<file path="config.mk">
export PLATFORM = sky130hd
export DESIGN_NAME = mem_req_arbiter_flat
export DESIGN_NICKNAME = d
export VERILOG_FILES = /design/src/rtl/mem_req_arbiter_if.sv /design/src/rtl/mem_req_arbiter.sv /design/src/flat_wrapper.sv
export SDC_FILE = /design/constraint.sdc
export NUM_CORES = 1
export LEC_CHECK = 0
export BUFFER_PORTS_ARGS = -buffer_cell sky130_fd_sc_hd__buf_2
export CORE_AREA = 5 5 291 293
export DETAILED_ROUTE_END_ITERATION = 12
export DIE_AREA = 0 0 296 298
export GPL_TIMING_DRIVEN = 0
export PLACE_DENSITY_LB_ADDON = 0.08
export SKIP_CTS_REPAIR_TIMING = 1
export SLEW_MARGIN = 25
export SYNTH_ARGS = -nofsm -noshare
export SYNTH_HDL_FRONTEND = slang
export SYNTH_SLANG_ARGS = --single-unit
</file>
<file path="constraint.sdc">
create_clock -name clk -period 1.8 [get_ports clk]
set_input_delay 0.18 -clock clk [delete_from_list [all_inputs] [get_ports clk]]
set_output_delay 0.18 -clock clk [all_outputs]
set_load 0.01 [all_outputs]
</file>
<file path="src/rtl/mem_req_arbiter_if.sv">
// Requester/memory-side bundle of the I/D memory request arbiter.
// slave = arbiter view, master = requesters plus AXI master front-end view.
interface mem_req_arbiter_if #(
    parameter int unsigned ADDR_W = 32,
    parameter int unsigned DATA_W = 128
);
    logic              i_req_i;
    logic [ADDR_W-1:0] i_addr_i;
    logic [DATA_W-1:0] i_rdata_o;
    logic              i_done_o;

    logic              d_req_i;
    logic              d_rw_i;
    logic [ADDR_W-1:0] d_addr_i;
    logic [DATA_W-1:0] d_wdata_i;
    logic [DATA_W-1:0] d_rdata_o;
    logic              d_done_o;

    logic              mem_valid_req_o;
    logic              mem_rw_o;
    logic [ADDR_W-1:0] mem_addr_o;
    logic [DATA_W-1:0] mem_data_o;
    logic [DATA_W-1:0] mem_data_i;
    logic              mem_rd_over_i;
    logic              mem_wr_over_i;

    logic [1:0]        grant_o;
    logic              busy_o;

    modport slave (
        input  i_req_i, i_addr_i, d_req_i, d_rw_i, d_addr_i, d_wdata_i,
               mem_data_i, mem_rd_over_i, mem_wr_over_i,
        output i_rdata_o, i_done_o, d_rdata_o, d_done_o,
               mem_valid_req_o, mem_rw_o, mem_addr_o, mem_data_o,
               grant_o, busy_o
    );

    modport master (
        output i_req_i, i_addr_i, d_req_i, d_rw_i, d_addr_i, d_wdata_i,
               mem_data_i, mem_rd_over_i, mem_wr_over_i,
        input  i_rdata_o, i_done_o, d_rdata_o, d_done_o,
               mem_valid_req_o, mem_rw_o, mem_addr_o, mem_data_o,
               grant_o, busy_o
    );
endinterface

</file>
<file path="src/rtl/mem_req_arbiter.sv">
// Arbitrates instruction-fetch and data-side line requests onto one AXI master front-end.
// Define ARB_ROUND_ROBIN_EN for round-robin; default build is fixed priority (D over I).
module mem_req_arbiter #(
    parameter int unsigned ADDR_W = 32,
    parameter int unsigned DATA_W = 128
) (
    input logic              clk,
    input logic              rst,
    mem_req_arbiter_if.slave bus
);
    typedef enum logic [1:0] {
        IDLE    = 2'd0,
        BUSY_I  = 2'd1,
        BUSY_D  = 2'd2,
        RELEASE = 2'd3
    } state_e;

    localparam logic [1:0] GRANT_NONE = 2'b00;
    localparam logic [1:0] GRANT_I    = 2'b01;
    localparam logic [1:0] GRANT_D    = 2'b10;

    state_e            state_q, state_d;
    logic              valid_q, valid_d;
    logic              rw_q, rw_d;
    logic [ADDR_W-1:0] addr_q, addr_d;
    logic [DATA_W-1:0] wdata_q, wdata_d;
    logic [DATA_W-1:0] i_rdata_q, i_rdata_d;
    logic [DATA_W-1:0] d_rdata_q, d_rdata_d;
    logic              i_done_q, i_done_d;
    logic              d_done_q, d_done_d;
    logic [1:0]        grant_q, grant_d;
    logic              busy_q, busy_d;
    logic              pick_d;
    logic              over;
`ifdef ARB_ROUND_ROBIN_EN
    logic              last_d_q, last_d_d;
`endif

    // Next state, latched request and registered outputs
    always_comb begin
        state_d   = state_q;
        valid_d   = valid_q;
        rw_d      = rw_q;
        addr_d    = addr_q;
        wdata_d   = wdata_q;
        i_rdata_d = i_rdata_q;
        d_rdata_d = d_rdata_q;
        i_done_d  = 1'b0;
        d_done_d  = 1'b0;
        grant_d   = grant_q;
        pick_d    = 1'b0;
`ifdef ARB_ROUND_ROBIN_EN
        last_d_d  = last_d_q;
`endif
        over = rw_q ? bus.mem_wr_over_i : bus.mem_rd_over_i;

        case (state_q)
            IDLE: begin
                if (bus.i_req_i || bus.d_req_i) begin
`ifdef ARB_ROUND_ROBIN_EN
                    // On contention the port not served last wins
                    pick_d   = bus.d_req_i && (!bus.i_req_i || !last_d_q);
                    last_d_d = pick_d;
`else
                    pick_d   = bus.d_req_i;
`endif
                    valid_d = 1'b1;
                    if (pick_d) begin
                        state_d = BUSY_D;
                        rw_d    = bus.d_rw_i;
                        addr_d  = bus.d_addr_i;
                        wdata_d = bus.d_wdata_i;
                        grant_d = GRANT_D;
                    end else begin
                        state_d = BUSY_I;
                        rw_d    = 1'b0;
                        addr_d  = bus.i_addr_i;
                        wdata_d = '0;
                        grant_d = GRANT_I;
                    end
                end
            end
            BUSY_I, BUSY_D: begin
                // Only the completion matching the latched direction ends the transfer
                if (over) begin
                    state_d = RELEASE;
                    valid_d = 1'b0;
                    grant_d = GRANT_NONE;
                    if (state_q == BUSY_I) begin
                        i_done_d = 1'b1;
                        if (!rw_q) i_rdata_d = bus.mem_data_i;
                    end else begin
                        d_done_d = 1'b1;
                        if (!rw_q) d_rdata_d = bus.mem_data_i;
                    end
                end
            end
            RELEASE: state_d = IDLE;
            default: state_d = IDLE;
        endcase

        busy_d = (state_d != IDLE);
    end

    // State and output registers
    always_ff @(posedge clk) begin
        if (rst) begin
            state_q   <= IDLE;
            valid_q   <= 1'b0;
            rw_q      <= 1'b0;
            addr_q    <= '0;
            wdata_q   <= '0;
            i_rdata_q <= '0;
            d_rdata_q <= '0;
            i_done_q  <= 1'b0;
            d_done_q  <= 1'b0;
            grant_q   <= GRANT_NONE;
            busy_q    <= 1'b0;
`ifdef ARB_ROUND_ROBIN_EN
            last_d_q  <= 1'b1;
`endif
        end else begin
            state_q   <= state_d;
            valid_q   <= valid_d;
            rw_q      <= rw_d;
            addr_q    <= addr_d;
            wdata_q   <= wdata_d;
            i_rdata_q <= i_rdata_d;
            d_rdata_q <= d_rdata_d;
            i_done_q  <= i_done_d;
            d_done_q  <= d_done_d;
            grant_q   <= grant_d;
            busy_q    <= busy_d;
`ifdef ARB_ROUND_ROBIN_EN
            last_d_q  <= last_d_d;
`endif
        end
    end

    assign bus.mem_valid_req_o = valid_q;
    assign bus.mem_rw_o        = rw_q;
    assign bus.mem_addr_o      = addr_q;
    assign bus.mem_data_o      = wdata_q;
    assign bus.i_rdata_o       = i_rdata_q;
    assign bus.d_rdata_o       = d_rdata_q;
    assign bus.i_done_o        = i_done_q;
    assign bus.d_done_o        = d_done_q;
    assign bus.grant_o         = grant_q;
    assign bus.busy_o          = busy_q;
endmodule

</file>
<file path="src/flat_wrapper.sv">
// flat-port wrapper written by rule: the top's interface ports become plain ports
module mem_req_arbiter_flat 
#(
    parameter int unsigned ADDR_W = 32,
    parameter int unsigned DATA_W = 128
)
  (clk, rst, bus_i_req_i, bus_i_addr_i, bus_d_req_i, bus_d_rw_i, bus_d_addr_i, bus_d_wdata_i, bus_mem_data_i, bus_mem_rd_over_i, bus_mem_wr_over_i, bus_i_rdata_o, bus_i_done_o, bus_d_rdata_o, bus_d_done_o, bus_mem_valid_req_o, bus_mem_rw_o, bus_mem_addr_o, bus_mem_data_o, bus_grant_o, bus_busy_o);
  mem_req_arbiter_if #(.ADDR_W(ADDR_W), .DATA_W(DATA_W)) bus_i ();
  input logic clk;
  input logic rst;
  input wire logic [$bits(bus_i.i_req_i)-1:0] bus_i_req_i;
  input wire logic [$bits(bus_i.i_addr_i)-1:0] bus_i_addr_i;
  input wire logic [$bits(bus_i.d_req_i)-1:0] bus_d_req_i;
  input wire logic [$bits(bus_i.d_rw_i)-1:0] bus_d_rw_i;
  input wire logic [$bits(bus_i.d_addr_i)-1:0] bus_d_addr_i;
  input wire logic [$bits(bus_i.d_wdata_i)-1:0] bus_d_wdata_i;
  input wire logic [$bits(bus_i.mem_data_i)-1:0] bus_mem_data_i;
  input wire logic [$bits(bus_i.mem_rd_over_i)-1:0] bus_mem_rd_over_i;
  input wire logic [$bits(bus_i.mem_wr_over_i)-1:0] bus_mem_wr_over_i;
  output wire logic [$bits(bus_i.i_rdata_o)-1:0] bus_i_rdata_o;
  output wire logic [$bits(bus_i.i_done_o)-1:0] bus_i_done_o;
  output wire logic [$bits(bus_i.d_rdata_o)-1:0] bus_d_rdata_o;
  output wire logic [$bits(bus_i.d_done_o)-1:0] bus_d_done_o;
  output wire logic [$bits(bus_i.mem_valid_req_o)-1:0] bus_mem_valid_req_o;
  output wire logic [$bits(bus_i.mem_rw_o)-1:0] bus_mem_rw_o;
  output wire logic [$bits(bus_i.mem_addr_o)-1:0] bus_mem_addr_o;
  output wire logic [$bits(bus_i.mem_data_o)-1:0] bus_mem_data_o;
  output wire logic [$bits(bus_i.grant_o)-1:0] bus_grant_o;
  output wire logic [$bits(bus_i.busy_o)-1:0] bus_busy_o;
  assign bus_i.i_req_i = bus_i_req_i;
  assign bus_i.i_addr_i = bus_i_addr_i;
  assign bus_i.d_req_i = bus_d_req_i;
  assign bus_i.d_rw_i = bus_d_rw_i;
  assign bus_i.d_addr_i = bus_d_addr_i;
  assign bus_i.d_wdata_i = bus_d_wdata_i;
  assign bus_i.mem_data_i = bus_mem_data_i;
  assign bus_i.mem_rd_over_i = bus_mem_rd_over_i;
  assign bus_i.mem_wr_over_i = bus_mem_wr_over_i;
  assign bus_i_rdata_o = bus_i.i_rdata_o;
  assign bus_i_done_o = bus_i.i_done_o;
  assign bus_d_rdata_o = bus_i.d_rdata_o;
  assign bus_d_done_o = bus_i.d_done_o;
  assign bus_mem_valid_req_o = bus_i.mem_valid_req_o;
  assign bus_mem_rw_o = bus_i.mem_rw_o;
  assign bus_mem_addr_o = bus_i.mem_addr_o;
  assign bus_mem_data_o = bus_i.mem_data_o;
  assign bus_grant_o = bus_i.grant_o;
  assign bus_busy_o = bus_i.busy_o;
  mem_req_arbiter #(.ADDR_W(ADDR_W), .DATA_W(DATA_W)) u_core (.clk(clk), .rst(rst), .bus(bus_i));
endmodule
</file>
==> impl_results.md, run 1 <==
* Status: complete, but fails checks
* Failing checks: negative hold slack
* CTS tree: built
* Die X at between 200 and 300 um
* Cell Pwr Density at approximately 1100 mW/mm2
* Tightest Pin Transition at just over 1 ns
* RSZ-0062 raised after global routing: no
* Post-synth EDFFs at 0
* Initial antenna violation count at 5
* Synth Warn # at 0
* Pins Over Slew Limit at 0
* Total wire length at 75,000 um
* Simple-gate portion of the synthesized area at 17.7%
* Via count at 16,200
* Die area at 0.0882 mm2
* Clock Skew at a little over 0.02 ns
* Top FF cell, synth: dfxtp_1
* Comb power frac at 24.2%
* Async SR Flop Fraction at 0%
* Final setup fails at 0
* Fin. Hold Viols at 5
* Final ANT Viol Nets at 0
* Hold WS at -0.0209 ns
* Congestion Overflow GR at 0
* Post-synthesis compound-gate area fraction at between 10% and 20%
* Post-DP HPWL at between 50,000 and 60,000 um
* Clk pwr share at between 30% and 40%
* Clock Tree Root: clkbuf_16
* Largest family of logic cells by synthesized area: simple AND/OR/NAND/NOR gates
* H-tree depth at 2
* Post-layout util at 30.6%
* Area delta synth->final at 65.9%
* IO Port Bufs at 749
* Setup crit start kind: flip-flop
* Post-synthesis cell type count at 32
* HP Class: primary input to flip-flop
* Mapped cell area at around 0.015 mm2
* Vias in the first global route at approximately 16,000
* Worst Reg2Reg Path Length in Cells at 9
* CTS Sinks at around 430
* First-pass GRT wire length at ~100,000 um
* Psw at 0.00880 W
* Multiplexer share of the synthesized area at 2.13%
* Inserted Clock Buffers at 52
* Io pins at 750
* Fin crit period at ~1.7 ns
* WL/cell at 19.0 um
* Int Pwr at a little under 0.02 W
* 1st-iter DRT viols at between 600 and 700
* Syn Nets at roughly 2,100
* NumNets Final at between 3,000 and 4,000
* Skew-Pair Late Insertion Delay at roughly 0.59 ns
* Worst VDD drop at 0.634 mV
* Post-route DRC at 0
* Worst endpoint required time at about 2.3 ns
* Area share of fa/ha/maj cells after synthesis at 0.333%
* Arrival time worst endpoint at between 2 and 2.5 ns
* Core Box Area at between 0.08 and 0.09 mm2
* Rows at approximately 110
* First-pass DRT Iterations at 5
* Largest net degree at the start of global routing at 14
* Layout cells sized above 1 at 33.1%
* Leak at around 11 nW
* Crit. End Element: flip-flop
* Sequential share of power at about two fifths
* Overall Global Routing Usage at ~16%
* Setup CP Type: flip-flop to flip-flop
* Period Utilization, post-route at 94.5%
* Worst-path clk slew at around 0.060 ns
* Die span in y at roughly 300 um
* Synth Register Bits at roughly 430
* Sw Share at a little under a third
* Relative slew slack at roughly a third
* Hold Path Depth at 3
* Sequential share of the synthesized area at 56.6%
* Initial Util at roughly 18%
* Mapped Cells at between 1,500 and 2,000
* CP max FO at 10
* Max Cap Violations at 0
* GP Congestion at a little over 0.8
* Via-per-instance ratio at 4.11
* Post-Synth XOR/XNOR Area at 0%
* Syn Area/Cell at between 8 and 9 um2
* Clock buffer depth at 3
* Fmax at just under 600 MHz
## layout make-up
| cell class | count | area, um2 |
|---|---|---|
| fill | 8855 | 56600 |
| sequential | 425 | 8510 |
| timing repair buffer | 1033 | 6610 |
| multi-input combinational | 1162 | 5630 |
| clock buffer | 79 | 1590 |
| tap | 1070 | 1340 |
| buffer | 143 | 1090 |
| clock inverter | 16 | 149 |
| antenna | 7 | 17.5 |
| inverter | 3 | 11.3 |
## flip-flops by register name (all words and copies together), names as in the netlist
signal and cells:
u_core.bus.d_rdata_o 128, u_core.bus.i_rdata_o 128, u_core.bus.mem_data_o 128, u_core.bus.mem_addr_o 32, u_core.bus.grant_o 2, u_core.state_q 2
u_core.bus.busy_o 1, u_core.bus.d_done_o 1, u_core.bus.i_done_o 1, u_core.bus.mem_rw_o 1, u_core.bus.mem_valid_req_o 1
## kinds of logic (layout without fill, tap and decap cells)
logic type	Yosys count	count (layout)
AND/OR/NAND/NOR	695	695
AO/OA/AOI/OAI	431	431
flip-flops	425	425
buffers and inverters	146	1274
multiplexers	32	32
adder cells (fa/ha/maj)	4	4
other	0	7
## power groups by stage
| stage | logic (W) | clock network, W | registers [W] |
|---|---|---|---|
| final | 0.00688 | 0.0106 | 0.0109 |
| after global routing | 0.00757 | 0.0114 | 0.0111 |
| after detailed placement | 0.00622 | 0 | 0.0111 |
| after global placement | 0.00617 | 0 | 0.0111 |
| after CTS | 0.00622 | 0.0110 | 0.0109 |
| after floorplan | 0.00288 | 0 | 0.0115 |
## worst max-delay path, stage by stage (launching register included)
cell and delay, ns:
dfxtp_2 0.36, inv_2 0.07, ha_4 0.29, buf_6 0.13, nand3b_1 0.10, buf_6 0.16, clkbuf_16 0.17, buf_6 0.15
nand2_1 0.07, a21oi_1 0.07
## metal layers
layer / vias to the layer above / wire (um) / GRT usage [%]
met5: - / 0 / 0
met4: 0 / 2130 / 5.17
met3: 97 / 6150 / 6.33
met2: 554 / 37300 / 27.4
met1: 7542 / 29400 / 17.1
li1: 7997 / - / -
## cell usage in the layout, fill, tap and decap left out, types with 2 or more instances in the layout
master	n
clkbuf_8	14
a21oi_1	262
clkbuf_2	2
dlygate4sd3_1	282
inv_2	2
nand2_1	513
a21oi_2	2
nand2b_1	3
a22oi_1	129
clkbuf_1	51
dfxtp_1	423
nor2_1	166
diode_2	7
clkbuf_4	10
buf_6	53
mux2i_1	32
clkinvlp_4	3
o21ai_0	3
clkinv_2	10
buf_4	13
buf_2	767
a211oi_1	32
dfxtp_2	2
buf_1	4
clkbuf_16	55
buf_8	2
ha_1	3
buf_12	2
bufinv_16	2
## through the flow
| step | setup TNS (ns) | total power, W | instance area [um2] | std cells | worst slack [ns] |
|---|---|---|---|---|---|
| final | 0 | 0.0285 | 24900 | 3938 | 0.0989 |
| after floorplan | 0 | 0.0144 | 15000 | 1733 | 0.220 |
| after CTS | -139.47 | 0.0282 | 21900 | 3647 | -0.605 |
| after detailed placement | -136.05 | 0.0173 | 20100 | 3552 | -0.573 |
| after global placement | -123.99 | 0.0173 | 20100 | 3552 | -0.515 |
| after global routing | 0 | 0.0300 | 24900 | 3935 | 0.00744 |
## Yosys cell counts (3+ instances only)
cell type / n / area share [%]
ha_1: 4 / 0.33
nand2_1: 513 / 13
a211oi_1: 32 / 1.6
nor2_1: 166 / 4.1
a21oi_1: 264 / 8.8
nand2b_1: 3 / 0.12
inv_1: 3 / 0.075
buf_4: 8 / 0.40
buf_6: 38 / 2.8
o21ai_0: 3 / 0.10
buf_1: 4 / 0.10
buf_2: 50 / 1.7
clkbuf_1: 43 / 1.1
mux2i_1: 32 / 2.1
dfxtp_1: 425 / 57
a22oi_1: 129 / 6.4
## path summary, 6_finish.rpt
check                      startpoint                        end  slack, ns
max                 u_core.state_q[0]  u_core.bus.d_rdata_o[107]        0.1
min                  bus_d_addr_i[14]  u_core.bus.mem_addr_o[14]      -0.02
max reg2reg         u_core.state_q[0]  u_core.bus.d_rdata_o[107]        0.1
min reg2reg  u_core.bus.d_rdata_o[53]   u_core.bus.d_rdata_o[53]       0.45
(Power assumes the default switching activity.)
==> inputs of run 2 (changes only) <==
--- a/config.mk
+++ b/config.mk
@@ -5,12 +5,13 @@
 export SDC_FILE = /design/constraint.sdc
 export NUM_CORES = 1
 export LEC_CHECK = 0
-export BUFFER_PORTS_ARGS = -buffer_cell sky130_fd_sc_hd__buf_2
 export CORE_AREA = 5 5 291 293
 export DETAILED_ROUTE_END_ITERATION = 12
 export DIE_AREA = 0 0 296 298
+export DONT_BUFFER_PORTS = 1
 export GPL_TIMING_DRIVEN = 0
-export PLACE_DENSITY_LB_ADDON = 0.08
+export PLACE_DENSITY = 0.38
+export SETUP_SLACK_MARGIN = 0.02
 export SKIP_CTS_REPAIR_TIMING = 1
 export SLEW_MARGIN = 25
 export SYNTH_ARGS = -nofsm -noshare
==> run 2 against run 1 <==
  * The flow still finishes with violations (negative hold slack)
  * Hold slack worse by 0.25 ns
  * Critical path depth stayed put
  * Core utilization is 4.3 points lower
  * Via count is 14% lower
  * Largest cell class unchanged
  * Largest power group unchanged
  * Count of clock-buffer cells in the layout is 5 lower
  * Sequential power is 8% higher
  * Sequential share of layout area is 5.6 points higher
  * Register-to-register slack hardly changed
  * Flip-flop and latch count stayed put
  * Global-route usage is 1.9 points lower
==> impl_results.md, run 2 (synthesized netlist as in run 1, its figures left out) <==
* RSZ-0062 raised after global routing: yes
* Worst-path clk slew at 0.06 ns (about the same)
* Overall Global Routing Usage at 13.7% (-1.9 points)
* Max Cap Violations at 0 (unchanged)
* IO Port Bufs at 0 (-100%)
* Relative slew slack at 51.3% (+18 points)
* CTS tree: built
* H-tree depth at 2 (unchanged)
* CTS Sinks at 425 (unchanged)
* First-pass DRT Iterations at 7 (+2)
* Setup WS pre-CTS at -0.543 ns (+0.0309 ns)
* Inserted Clock Buffers at 50 (-3.8%)
* Clock Tree Root: clkbuf_16
* Io pins at 750 (unchanged)
* Final setup fails at 0 (unchanged)
* Clock buffer depth at 3 (unchanged)
* Status: complete, but fails checks
* Hold WS at -0.272 ns (-0.252 ns)
* Area delta synth->final at 42.6%
* Failing checks: negative hold slack
* Crit Reg-Reg Endpoint: u_core.bus.d_rdata_o[81]
* Largest net degree at the start of global routing at 14 (unchanged)
* HP Class: primary input to flip-flop
* Rows at 105 (unchanged)
* Arrival time worst endpoint at 2.19 ns (+0.04 ns)
* Die X at 296 um (unchanged)
* Skew-Pair Late Insertion Delay at 0.58 ns (about the same)
* Fmax at 593 MHz (+0.83%)
* Cell Pwr Density at 1230 mW/mm2 (+8.1%)
* Initial Util at 18.4% (unchanged)
* Fin crit period at 1.69 ns (-0.0140 ns)
* Tightest Pin Transition at 0.731 ns (-0.275 ns)
* Die span in y at 298 um (unchanged)
* Worst endpoint required time at 2.30 ns (+0.05 ns)
* Total wire length at 67,400 um (-10%)
* Reg2reg setup slack at 0.11 ns (about the same)
* Clock Skew at 0.00901 ns (-0.0117 ns)
* Commonest non-fill, non-tap cell in the layout: nand2_1
* Die area at 0.0882 mm2 (unchanged)
* CP max FO at 10 (unchanged)
* Fin. Hold Viols at 6 (+1)
* Vias in the first global route at 12,400 (-20%)
* Period Utilization, post-route at 93.7% (-0.78 points)
* Layout cells sized above 1 at 9.06% (-24 points)
* Critical Path End: u_core.bus.d_rdata_o[81]
* Pins Over Slew Limit at 0 (unchanged)
* NumNets Final at 2,439 (-23%)
* Commonest non-fill, non-tap cells in the layout: nand2_1, dfxtp_1, dlygate4sd3_1
* Via count at 13,800 (-14%)
* 1st-iter DRT viols at 531 (-24%)
* Worst r2r src: u_core.state_q[0]
* Initial antenna violation count at 5 (unchanged)
* Setup crit start kind: flip-flop
* Crit. End Element: flip-flop
* Core Box Area at 0.0816 mm2 (unchanged)
* Worst Reg2Reg Path Length in Cells at 9 (unchanged)
* Congestion Overflow GR at 0 (unchanged)
* GP Congestion at 0.851 (+3.6%)
* Leak at 7.66 nW (-31%)
* First-pass GRT wire length at 90,900 um (-13%)
* Post-route DRC at 0 (unchanged)
* Worst VDD drop at 0.657 mV (+3.7%)
* Via-per-instance ratio at 4.31 (+4.8%)
* Crit path launch: u_core.state_q[0]
* Final ANT Viol Nets at 0 (unchanged)
* Setup ws final at 0.113 ns (+0.0140 ns)
* Setup CP Type: flip-flop to flip-flop
* Post-DP HPWL at 51,700 um (-12%)
* Final-layout fill cell count at 8,696 (-1.8%)
* WL/cell at 21.0 um (+10%)
run 2: cell types whose count changed in the layout (fill, tap and decap cells not counted), moves of 3 or more:
cell           delta
buf_2           -744
dlygate4sd3_1    +36
buf_6            -10
clkbuf_8          -6
buf_8             +5
diode_2           -5
a21oi_1           -4
a21oi_2           +4
buf_12            +4
clkbuf_1          +4
clkbuf_16         -3
clkinvlp_4        -3
run 2: area by class of cell:
cell class | count | area (um2) | area share (%)
plain buffers | 143 | 1130 | 5.29
repair buffers | 323 | 3240 | 15.1
clock inverters | 12 | 108 | 0.502
clock buffers | 74 | 1440 | 6.73
flip-flops and latches | 425 | 8510 | 39.7
inverters | 3 | 11.3 | 0.0525
multi-input cells | 1162 | 5660 | 26.4
well taps | 1070 | 1340 | 6.24
diodes | 2 | 5.00 | 0.0233
run 2: report_power, final:
| group | total (W) | leakage, nW | internal [W] | switching [W] |
|---|---|---|---|---|
| sequential | 0.0118 | 3.46 | 0.0104 | 0.00141 |
| combinational | 0.00489 | 3.43 | 0.00218 | 0.00270 |
| clock | 0.00974 | 0.768 | 0.00566 | 0.00407 |
run 2: through the flow:
stage               utilization [%]  TNS, ns  power [W]  std cells  area (um2)
finish                         26.3        0     0.0265       3214       21400
global route                   26.3   -0.131     0.0279       3214       21400
CTS                            22.0  -161.68     0.0258       2889       17900
detailed placement             20.1  -150.95     0.0159       2803       16400
global placement               20.1  -147.14     0.0158       2803       16400
floorplan                         -        0     0.0144       1733       15000
run 2: routing by layer:
metal	up-vias	global-route usage (%)	share of wire (%)
met3	132	6.22	9.9
met2	660	25.5	52
met5	-	0	0
met1	6489	13.6	35
li1	6565	-	-
met4	0	4.21	3.1
run 2: worst min-delay path by stage:
stage | startpoint | to | slack (ns) | depth (start not counted)
floorplan | bus_mem_data_i[0] | u_core.bus.d_rdata_o[0] | 0.32 | 2
global placement | bus_mem_data_i[57] | u_core.bus.i_rdata_o[57] | 0.32 | 2
detailed placement | bus_mem_data_i[79] | u_core.bus.d_rdata_o[79] | 0.32 | 2
CTS | bus_mem_data_i[7] | u_core.bus.d_rdata_o[7] | -0.33 | 2
global route | bus_mem_data_i[44] | u_core.bus.i_rdata_o[44] | -0.29 | 2
finish | bus_mem_data_i[113] | u_core.bus.d_rdata_o[113] | -0.27 | 2
run 2: worst max-delay path, stage by stage, from the launching register on:
cell      delay [ns]
dfxtp_4         0.37
inv_2           0.06
ha_4            0.25
buf_6           0.12
nand3b_1        0.09
buf_4           0.16
buf_6           0.15
buf_6           0.16
nand2_1         0.06
a21oi_1         0.17
==> inputs of run 3 (changes only) <==
--- a/config.mk
+++ b/config.mk
@@ -5,12 +5,14 @@
 export SDC_FILE = /design/constraint.sdc
 export NUM_CORES = 1
 export LEC_CHECK = 0
+export CELL_PAD_IN_SITES_DETAIL_PLACEMENT = 0
+export CELL_PAD_IN_SITES_GLOBAL_PLACEMENT = 1
 export CORE_AREA = 5 5 291 293
 export DETAILED_ROUTE_END_ITERATION = 12
 export DIE_AREA = 0 0 296 298
 export DONT_BUFFER_PORTS = 1
 export GPL_TIMING_DRIVEN = 0
-export PLACE_DENSITY = 0.38
+export PLACE_DENSITY = 0.46
 export SETUP_SLACK_MARGIN = 0.02
 export SKIP_CTS_REPAIR_TIMING = 1
 export SLEW_MARGIN = 25
==> run 3 against run 2 <==
  * The run now ends clean
  * Highest routed layer unchanged
  * Via count up 0.15%
  * Non-clock buffer count grew 8
  * Critical path depth unchanged
  * Combinational power increased by 3%
  * Worst setup slack worse by 0.058 ns
==> impl_results.md, run 3 (synthesized netlist as in run 1, its figures left out) <==
* Final setup fails at 0 (unchanged)
* GP Congestion at 0.814 (-4.3%)
* CTS tree: built
* CTS Sinks at 425 (unchanged)
* Period Utilization, post-route at 96.9% (+3.2 points)
* Total wire length at 69,400 um (+3.0%)
* Psw at 0.00842 W (+2.8%)
* Crit. End Element: flip-flop
* CP max FO at 6 (-4)
* Commonest non-fill, non-tap cells in the layout: nand2_1, dfxtp_1, dlygate4sd3_1
* GRT Max-Usage Layer: met2
* WL/cell at 21.5 um (+2.6%)
* Inserted Clock Buffers at 49 (-2.0%)
* Worst Reg2Reg Path Length in Cells at 9 (unchanged)
* Cell Pwr Density at 1250 mW/mm2 (+1.2%)
* Commonest non-fill, non-tap cell in the layout: nand2_1
* # placed instances at 2,803 (unchanged)
* Fin. Hold Viols at 0 (-6)
* Area delta synth->final at 44.3%
* Clock buffer depth at 3 (unchanged)
* Core Box Area at 0.0816 mm2 (unchanged)
* Io pins at 750 (unchanged)
* Fin cells at 3,225 (+0.34%)
* Worst VDD drop at 0.692 mV (+5.2%)
* Clk pwr share at 37.7% (+0.9 points)
* Relative slew slack at 29.9% (-21 points)
* Fin crit period at 1.74 ns (+0.0579 ns)
* Initial antenna violation count at 4 (-1)
* 1st-iter DRT viols at 654 (+23%)
* Worst-path clk slew at 0.06 ns (about the same)
* Final-layout fill cell count at 8,719 (+0.26%)
* Hold Path Depth at 4 (+2)
* First-pass DRT Iterations at 5 (-2)
* H-tree depth at 2 (unchanged)
* First-pass GRT wire length at 92,400 um (+1.7%)
* Setup crit start kind: flip-flop
* Int Pwr at 0.0187 W (+2.3%)
* Die X at 296 um (unchanged)
* Max Cap Violations at 0 (unchanged)
* Largest net degree at the start of global routing at 14 (unchanged)
* Congestion Overflow GR at 0 (unchanged)
* Layout cells sized above 1 at 10.3% (+1.2 points)
* IO Port Bufs at 0 (unchanged)
* Skew-Pair Late Insertion Delay at 0.57 ns (about the same)
* Via-per-instance ratio at 4.30 (-0.19%)
* Fmax at 573 MHz (-3.3%)
* Vias in the first global route at 12,400 (+0.29%)
* Setup CP Type: flip-flop to flip-flop
* Leak at 7.77 nW (+1.4%)
* Status: finished clean
* Sequential share of power at 43.7% (-1.0 points)
* Arrival time worst endpoint at 2.16 ns (-0.03 ns)
* HP Class: primary input to flip-flop
* Final ANT Viol Nets at 0 (unchanged)
* Initial Util at 18.4% (unchanged)
* Rows at 105 (unchanged)
* Clock Skew at 0.00964 ns (+0.000635 ns)
* Power, Total at 0.0271 W (+2.5%)
* Grt met2 use at 25.9% (+0.44 points)
* Reg2reg setup slack at 0.06 ns (-0.06 ns)
* Via count at 13,900 (+0.15%)
* Sw Share at 31.1% (+0.091 points)
* Tightest Pin Transition at 1.05 ns (+0.320 ns)
* Clock Tree Root: clkbuf_16
* Overall Global Routing Usage at 14.1% (+0.34 points)
* Die area at 0.0882 mm2 (unchanged)
* Worst endpoint required time at 2.22 ns (-0.08 ns)
* Post-route DRC at 0 (unchanged)
* Post-DP HPWL at 53,000 um (+2.5%)
* Comb power frac at 18.6% (about the same)
* Met3 Resource Use GR at 5.76% (-0.46 points)
* NumNets Final at 2,446 (+0.29%)
* Die span in y at 298 um (unchanged)
* RSZ-0062 raised after global routing: yes
* Pins Over Slew Limit at 0 (unchanged)
* GR Util met1 at 14.4% (+0.78 points)
[run 3: cell types whose count changed in the layout (fill, tap and decap cells not counted), moves of 4 or more]
| cell | before | now |
|---|---|---|
| a21oi_1 | 258 | 251 |
| a21oi_2 | 6 | 13 |
| clkbuf_1 | 55 | 48 |
| clkbuf_8 | 8 | 16 |
| dlygate4sd3_1 | 318 | 322 |
| nand2_1 | 512 | 502 |
| nand2_4 | 0 | 10 |
[run 3: metal layers]
| metal | routed length, um | part of all wire, % | vias up |
|---|---|---|---|
| li1 | - | - | 6566 |
| met1 | 25100 | 36 | 6571 |
| met3 | 6180 | 8.9 | 115 |
| met2 | 36100 | 52 | 615 |
| met5 | 0 | 0 | - |
| met4 | 2090 | 3.0 | 0 |
[run 3: worst max-delay path, stage by stage (launching register included)]
cell	delay [ns]
dfxtp_4	0.38
inv_4	0.04
ha_4	0.27
buf_6	0.09
nand3b_1	0.14
buf_6	0.18
clkbuf_16	0.18
clkbuf_16	0.19
nand2_4	0.06
a21oi_2	0.05
[run 3: metrics by stage]
step           utilization [%]  hold WS (ns)  cell area [um2]  worst slack (ns)  TNS [ns]
2_1_floorplan                -         0.316            15000             0.220         0
3_3_place_gp              20.1         0.317            16400            -0.636   -141.84
3_5_place_dp              20.1         0.322            16400            -0.681   -154.89
4_1_cts                   22.1        -0.326            18000            -0.734   -169.53
5_1_grt                   26.6        0.0213            21700           -0.0492    -0.853
6_report                  26.6        0.0237            21700            0.0551         0
[run 3: path summary, 6_finish.rpt]
| check | to | start |
|---|---|---|
| setup reg to reg | u_core.bus.d_rdata_o[18] | u_core.state_q[0] |
| hold / removal | u_core.bus.busy_o | bus_i_req_i |
| hold reg to reg | u_core.bus.d_rdata_o[59] | u_core.bus.d_rdata_o[59] |
| setup / recovery | u_core.bus.d_rdata_o[18] | u_core.state_q[0] |
[run 3: power groups by stage]
| stage | logic, W | registers (W) | clock network (W) |
|---|---|---|---|
| after floorplan | 0.00288 | 0.0115 | 0 |
| after global placement | 0.00385 | 0.0121 | 0 |
| after detailed placement | 0.00395 | 0.0121 | 0 |
| after CTS | 0.00395 | 0.0119 | 0.0105 |
| after global routing | 0.00560 | 0.0120 | 0.0109 |
| final | 0.00505 | 0.0119 | 0.0102 |
[run 3: layout make-up]
| type | count | area (um2) | area share, % |
|---|---|---|---|
| Antenna cell | 5 | 12.5 | 0.0576 |
| Buffer | 143 | 1090 | 5.03 |
| Clock buffer | 71 | 1470 | 6.77 |
| Clock inverter | 15 | 168 | 0.772 |
| Inverter | 3 | 16.3 | 0.0749 |
| Multi-Input combinational cell | 1162 | 5750 | 26.5 |
| Sequential cell | 425 | 8520 | 39.2 |
| Tap cell | 1070 | 1340 | 6.17 |
| Timing Repair Buffer | 331 | 3340 | 15.4 |
